==> src/rtl/challenge_scheduler.sv <==
// challenge_scheduler: round-robin arbiter sharing one 16-bit challenge LFSR among requesters
//
// Ports:
//   clk, rst     clock; synchronous active-high reset
//   req          level request per requester
//   lfsr_random  current LFSR state
//   lfsr_enable  LFSR shift strobe, high for every STEP cycle
//   chal_valid   challenge offered to the current owner
//   chal_grant   one-hot owner of the offered challenge, zero when idle
//   chal_data    challenge word latched after the final shift
//   chal_ready   owner accepts; handshake is chal_valid && chal_ready
//   busy         scheduler is not idle
//
// Optional feature: define CHALLENGE_REPEAT_CHECK_EN to re-step the LFSR whenever the
// freshly latched word equals the last word that was actually handed out.
module challenge_scheduler #(
    parameter int N_REQ = 4,
    parameter int STEPS = 16
) (
    input  logic             clk,
    input  logic             rst,
    input  logic [N_REQ-1:0] req,
    input  logic [15:0]      lfsr_random,
    output logic             lfsr_enable,
    output logic             chal_valid,
    output logic [N_REQ-1:0] chal_grant,
    output logic [15:0]      chal_data,
    input  logic             chal_ready,
    output logic             busy
);
    localparam int PW = $clog2(N_REQ);

    typedef enum logic [1:0] {IDLE, STEP, LATCH, OFFER} state_t;

    state_t           state;
    logic [PW-1:0]    rr_ptr;
    logic [PW-1:0]    win;
    logic [PW-1:0]    pick;
    logic [N_REQ-1:0] grant;
    logic [7:0]       step_cnt;
    int               idx;
`ifdef CHALLENGE_REPEAT_CHECK_EN
    logic [15:0]      last_issued;
`endif

    // Scan downward so the lowest offset from rr_ptr is the one left standing.
    always_comb begin
        pick = '0;
        idx  = 0;
        for (int i = N_REQ - 1; i >= 0; i--) begin
            idx = (int'(rr_ptr) + i) % N_REQ;
            if (req[idx[PW-1:0]]) pick = idx[PW-1:0];
        end
    end

    // The LFSR sees one shift per STEP cycle, so the strobe is decoded straight from state.
    assign lfsr_enable = state == STEP;

    always_ff @(posedge clk) begin
        if (rst) begin
            state       <= IDLE;
            rr_ptr      <= '0;
            win         <= '0;
            grant       <= '0;
            step_cnt    <= '0;
            chal_valid  <= 1'b0;
            chal_grant  <= '0;
            chal_data   <= '0;
            busy        <= 1'b0;
`ifdef CHALLENGE_REPEAT_CHECK_EN
            last_issued <= '0;
`endif
        end else begin
            case (state)
                IDLE: begin
                    if (|req) begin
                        win      <= pick;
                        grant    <= N_REQ'(1) << pick;
                        step_cnt <= 8'(STEPS);
                        busy     <= 1'b1;
                        state    <= STEP;
                    end
                end
                STEP: begin
                    step_cnt <= step_cnt - 8'd1;
                    if (step_cnt == 8'd1) state <= LATCH;
                end
                LATCH: begin
`ifdef CHALLENGE_REPEAT_CHECK_EN
                    if (lfsr_random == last_issued) begin
                        step_cnt <= 8'd1;
                        state    <= STEP;
                    end else begin
                        chal_data  <= lfsr_random;
                        chal_valid <= 1'b1;
                        chal_grant <= grant;
                        state      <= OFFER;
                    end
`else
                    chal_data  <= lfsr_random;
                    chal_valid <= 1'b1;
                    chal_grant <= grant;
                    state      <= OFFER;
`endif
                end
                OFFER: begin
                    // Handshake and abort both release the slot; only a handshake records the word.
                    if (chal_ready || !(|(req & grant))) begin
                        chal_valid <= 1'b0;
                        chal_grant <= '0;
                        busy       <= 1'b0;
                        rr_ptr     <= (win == PW'(N_REQ - 1)) ? '0 : win + PW'(1);
                        state      <= IDLE;
`ifdef CHALLENGE_REPEAT_CHECK_EN
                        if (chal_ready) last_issued <= chal_data;
`endif
                    end
                end
                default: state <= IDLE;
            endcase
        end
    end
endmodule

==> config.mk <==
export PLATFORM = sky130hd
export DESIGN_NAME = challenge_scheduler
export DESIGN_NICKNAME = d
export VERILOG_FILES = /design/src/rtl/challenge_scheduler.sv
export SDC_FILE = /design/constraint.sdc
export NUM_CORES = 1
export LEC_CHECK = 0
export ABC_AREA = 1
export ABC_CLOCK_PERIOD_IN_PS = 1350
export CAP_MARGIN = 5
export CORE_ASPECT_RATIO = 0.75
export CORE_MARGIN = 2
export CORE_UTILIZATION = 45
export CTS_CLUSTER_SIZE = 24
export DETAILED_ROUTE_END_ITERATION = 7
export DONT_BUFFER_PORTS = 1
export PLACE_DENSITY_LB_ADDON = 0.08
export SLEW_MARGIN = 20
export SYNTH_ARGS = -nofsm -noshare
export SYNTH_HDL_FRONTEND = slang
export SYNTH_SLANG_ARGS = --single-unit
==> constraint.sdc <==
create_clock -name clk -period 1.35 [get_ports clk]
set_input_delay 0.3375 -clock clk [delete_from_list [all_inputs] [get_ports clk]]
set_output_delay 0.3375 -clock clk [all_outputs]
set_load 0.02 [all_outputs]
**Word-level counts from Yosys, hierarchy flattened**

Cells that the tools add are included.

- Bits in registers: 40
- Input port bits: 23
- Output and inout port bits: 23
- Logic and storage cells: 67

- Add/sub/neg operators: 5
- $lt $le $gt $ge: 4
- Equal/unequal tests: 8
- Shift operators: 1
- Muxes and demuxes: 25
- Bitwise gates (word level): 1
- Reductions and logical operators: 14

Operator list:

| kind | number |
|---|---|
| two-way mux 2 bit | 8 |
| case mux 8 bit (2 select lines) | 1 |
| less-than comparator 2 x 3 -> 1 bit, second input constant | 4 |
| binary-select mux 1 bit (select 2 bit) | 4 |
| equality test 8 x 1 -> 1 bit, second input constant | 1 |
| two-way mux 8 bit | 1 |
| case mux 2 bit (4 select lines) | 1 |
| case mux 4 bit (2 select lines) | 1 |
| AND reduction 2 bit | 4 |
| OR reduction 4 bit | 2 |
| subtractor 8 x 1 -> 8 bit, second input constant | 1 |
| equality test 2 bit, second input constant | 3 |
| two-way mux 1 bit | 6 |
| AND reduction 3 bit | 2 |
| nonzero test 2 bit | 3 |
| adder 2 x 1 -> 2 bit, second input constant | 2 |
| adder 2 bit, second input constant | 2 |
| AND 4 bit | 1 |
| two-way mux 4 bit | 1 |
| != test 2 bit, second input constant | 2 |
| case mux 1 bit (2 select lines) | 2 |
| << shifter 1 x 2 -> 4 bit, first input constant | 1 |
| equality test 2 x 1 -> 1 bit, second input constant | 1 |
| logical NOT 2 bit | 1 |
| 3 further kinds | 3 |

**Logic depth before layout (Yosys ltp)**

- Depth in word-level cells: 8
- Gate-level depth with buffers: 13
- Mapped depth without buffers: 12

**Worst setup path before layout**

Ideal clock, no wire load.

- Path kind: reg2reg
- Start point: reg state[1]
- End point: reg step_cnt[2]
- Data arrival time: 1.450 ns
- Required time: 1.280 ns
- Path slack: -0.170 ns
- Cell stages (with the launch flop): 8
- Clock period less this slack: 1.520 ns
- Cells stage by stage: dfxtp_1 > inv_1 > ha_1 > inv_1 > o21ai_4 > nand2_2 > or2_1 > a21oi_1

- Word-level cells in the longest chain between the ends: 3

Ends and longest elaborated chain:

| what | line | source |
|---|---|---|
| start, declared | 35 | `state_t state;` |
| start signal, assigned | 61 | `state <= IDLE;` |
| start signal, assigned | 81 | `state <= STEP;` |
| start signal, assigned | 86 | `if (step_cnt == 8'd1) state <= LATCH;` |
| equality test 2 x 1 -> 1 bit (*) | n/a |  |
| net lfsr_enable | 24 | `output logic lfsr_enable,` |
| nonzero test 2 bit (no line) | n/a |  |
| AND reduction 2 bit (no line) | n/a |  |
| end signal, assigned | 79 | `step_cnt <= 8'(STEPS);` |
| end signal, assigned | 85 | `step_cnt <= step_cnt - 8'd1;` |
| end, declared | 40 | `logic [7:0] step_cnt;` |

Mark *: on every way through the listed nets, which the timed path passes. The rest lies on a longest branch.
A chain may end at the register's enable or synchronous reset.

**Final worst setup path**

- Start point: reg state[1]
- End point: out lfsr_enable

- Word-level cells in the longest chain between the ends: 1

Ends and longest elaborated chain:

| what | line | source |
|---|---|---|
| equality test 2 x 1 -> 1 bit | 57 | `assign lfsr_enable = state == STEP;` |
| end, declared | 24 |  |

Every way passes these cells.

==> key figures <==
Run status
  – Status: finished, violations left
  – Violations in the final reports: setup timing

Logic synthesis
  – Seq/Total Area, Yosys: 0.412
  – Number of enable flip-flop cells after synthesis: 0
  – Fraction of post-synthesis cell area in the top cell type by area: 0.412
  – Ranking of synthesized cells by area: sky130_fd_sc_hd__dfxtp_1, sky130_fd_sc_hd__nor2_1, sky130_fd_sc_hd__nand2_1
  – Cell variety after synth: 29
  – Post-Syn Area per Cell: 7.04 sq um
  – Top_reg_cell synth: sky130_fd_sc_hd__dfxtp_1
  – Cell types with the highest counts after synthesis: sky130_fd_sc_hd__nor2_1, sky130_fd_sc_hd__nand2_1, sky130_fd_sc_hd__dfxtp_1, sky130_fd_sc_hd__o21ai_0, sky130_fd_sc_hd__inv_1
  – Number of storage elements in the synthesis netlist: 40
  – Total number of yosys warnings: 0
  – Most instantiated library cell after synthesis: sky130_fd_sc_hd__nor2_1
  – Largest area contributor in the netlist: sky130_fd_sc_hd__dfxtp_1
  – Number of cells produced by synthesis: 276
  – Post-synth design cell area: 0.00194 sq mm
  – Asr flop ratio synth: 0
  – Net count after synthesis: 306

Layout
  – Count of inserted antenna diode cells: 0
  – Net count reported at finish: 335
  – Summed area of non-filler cells in the final layout: 0.00251 sq mm
  – Area delta synth->final: 29.4%
  – Fillers: 391
  – Layout cells sized above 1: 0.320
  – Number of standard cells in the final layout excluding fillers: 361

Worst setup path
  – Critical path depth in cells: 5
  – Start-to-end type of the worst setup path: reg -> out
  – Worst reg-to-reg path cell count: 10
  – Count of buffering cells on the critical path with inverters included: 4
  – Cell-by-cell trace of the critical path: inv_2 > buf_6 > ha_4 > buf_6 > buf_6
  – Critical Path Max Stage Delay: 340 ps
  – Critical Path Sink: lfsr_enable
  – FF-to-FF Start: state[1]$_SDFFE_PP0P_
  – Required time of the worst setup path: 1010 ps
  – RR Endpoint: step_cnt[5]$_SDFFE_PP0P_
  – Launch point of the worst path: state[1]$_SDFFE_PP0P_
  – FF-to-FF setup slack: -90 ps
  – Worst-path maximum fanout: 2
  – Signal arrival time at the worst endpoint: 1150 ps
  – Kind of end point of the critical path: output port
  – Critical-path top delay cell: sky130_fd_sc_hd__dfxtp_2
  – Most Frequent Cell on Critical Path: sky130_fd_sc_hd__buf_6
  – Critical Path Source Type: register
  – Kind of cell adding the most delay to the critical path: buffers and inverters

GRT
  – Number of antenna violations at the first check in global routing: 0
  – All-Layer GR Usage: 0.187
  – Grt ovf: 0
  – Maximum number of pins on one net before global-route repair: 19
  – Number of global-route vias before repair: 1572
  – Global-route wire length before repair: 7010 um

Timing
  – Slew margin rel.: 0.782
  – Final-layout worst hold slack: 97.7 ps
  – Number of hold violations in the final report: 0
  – Setup clock skew after layout: 4.13 ps
  – RSZ-0062 raised after global routing: yes
  – Time the worst path needs with I/O delays and setup: 1480 ps
  – Fin worst setup slack: -133 ps
  – Transition time of the tightest slew-check pin: 324 ps
  – Tcrit/Tclk final: 1.10
  – Total setup violations reported at the end of the flow: 8
  – Setup TNS after final layout: -610 ps
  – Fin. max-slew vios: 0
  – F_max: 0.674 GHz

Clock network
  – H-Tree Depth: 2
  – Root Buffer: sky130_fd_sc_hd__clkbuf_8
  – CTS max path bufs: 2
  – CTS tree: yes
  – Clock transition at the registers of the reported paths: 80 ps
  – Clk sinks: 40
  – TritonCTS Buffers: 5
  – Clock insertion delay at the later pin of the skew report: 290 ps

Route
  – First drt pass iteration count: 4
  – WL/cell: 11.7 um
  – Number of vias per cell: 4.82
  – First DRT Iteration DRCs: 43
  – Antenna violation net count after detailed routing: 0
  – Final routed DRC violation total: 0
  – Routed wire length: 4240 um
  – Total vias in the final route: 1739

Floorplanning
  – Die H: 60.9 um
  – Placeable core region: 0.00410 sq mm
  – Starting Density: 0.473
  – I/O pins: 46
  – Std cell rows: 20
  – Area enclosed by the die boundary: 0.00487 sq mm
  – Width of the chip: 79.9 um

Placed design
  – Count of input and output buffers: 0
  – Total cell area at the placement stage: 0.00214 sq mm
  – Number of placed instances with taps included: 343
  – Post-detail-place hpwl: 2970 um
  – Final Wtd Congestion: 0.888

Hold path
  – Classification of the worst-slack hold path: in -> reg

Run
  – Number of max-capacitance violations reported: 0

Power and ir drop
  – Static power due to leakage: 1.15 nW
  – Pwr/cell area: 2420 mW/mm^2
  – Worst vdd ir: 1030 uV
-- cell usage in the layout, fill, tap and decap left out, types with 6 or more instances in the layout --
master / count
sky130_fd_sc_hd__inv_2: 7
sky130_fd_sc_hd__a21oi_1: 10
sky130_fd_sc_hd__inv_1: 18
sky130_fd_sc_hd__nor2_1: 57
sky130_fd_sc_hd__clkbuf_8: 7
sky130_fd_sc_hd__dfxtp_1: 36
sky130_fd_sc_hd__nor2_2: 6
sky130_fd_sc_hd__o21ai_0: 19
sky130_fd_sc_hd__o21ai_1: 7
sky130_fd_sc_hd__nand2_1: 43
sky130_fd_sc_hd__nand2_2: 11
sky130_fd_sc_hd__buf_4: 24
sky130_fd_sc_hd__nand3_2: 7
-- how the worst min path moves through the flow --
stage,startpoint,endpoint,slack [ps],cells past startpoint
final,rst,step_cnt[1]$_SDFFE_PP0P_,100,1
after global routing,rst,step_cnt[1]$_SDFFE_PP0P_,80,1
after CTS,rst,chal_grant[1]$_SDFFE_PP0P_,90,1
after detailed placement,rst,chal_grant[1]$_SDFFE_PP0P_,410,1
after global placement,rst,chal_grant[1]$_SDFFE_PP0P_,410,1
after floorplan,grant[1]$_SDFFE_PP0P_,chal_grant[1]$_SDFFE_PP0P_,440,2
-- cell type report --
| class | count | area, sq um | share of cell area |
|---|---|---|---|
| Clock inverter | 1 | 30.0 | 0.0119 |
| Multi-Input combinational cell | 200 | 1140 | 0.452 |
| Clock buffer | 7 | 96.3 | 0.0383 |
| Timing Repair Buffer | 30 | 256 | 0.102 |
| Sequential cell | 40 | 808 | 0.322 |
| Inverter | 28 | 118 | 0.0468 |
| Tap cell | 55 | 68.8 | 0.0274 |
-- per-stage QoR --
stage	power, mW	setup slack [ps]	utilization
CTS	5.66	-143	0.566
floorplan	3.82	3.00	-
global route	6.58	-178	0.613
finish	6.08	-133	0.613
global placement	4.44	-44.4	0.523
detailed placement	4.43	-53.6	0.523
-- layer usage --
metal  routed length, um  part of all wire  GRT usage  vias to the layer above
li1                    -                 -          -                      927
met1                2080              0.49      0.245                      772
met2                1890              0.45      0.303                       35
met3                 225             0.053     0.0536                        5
met4                  47             0.011     0.0581                        0
met5                   0                 0          0                        -
-- registers in the layout, indices dropped and copies added (netlist names) --
signal	count
busy	1
rr_ptr	2
grant	4
chal_valid	1
step_cnt	8
state	2
chal_grant	4
chal_data	16
win	2
-- timing repair --
item / 4_1_cts / 5_1_grt
setup endpoints to repair: 15 / 22
setup buffers: 3 / 7
gates resized for setup: 12 / 49
hold buffers: 0 / 0
pin swaps: 5 / 18
-- logic make-up (layout without fill, tap and decap cells) --
family / count (synthesis) / after routing / synth area share
simple gates: 144 / 144 / 0.320
compound gates: 45 / 45 / 0.126
flops: 40 / 40 / 0.412
buf+inv: 36 / 66 / 0.0792
fa+ha+maj: 7 / 7 / 0.0451
xor+xnor: 4 / 4 / 0.0180
-- report_power, final --
group | internal (mW) | switching, mW
Combinational | 1.34 | 1.58
Clock | 0.652 | 0.416
Sequential | 1.59 | 0.496
No activity file was read; power rests on OpenSTA's default activity.
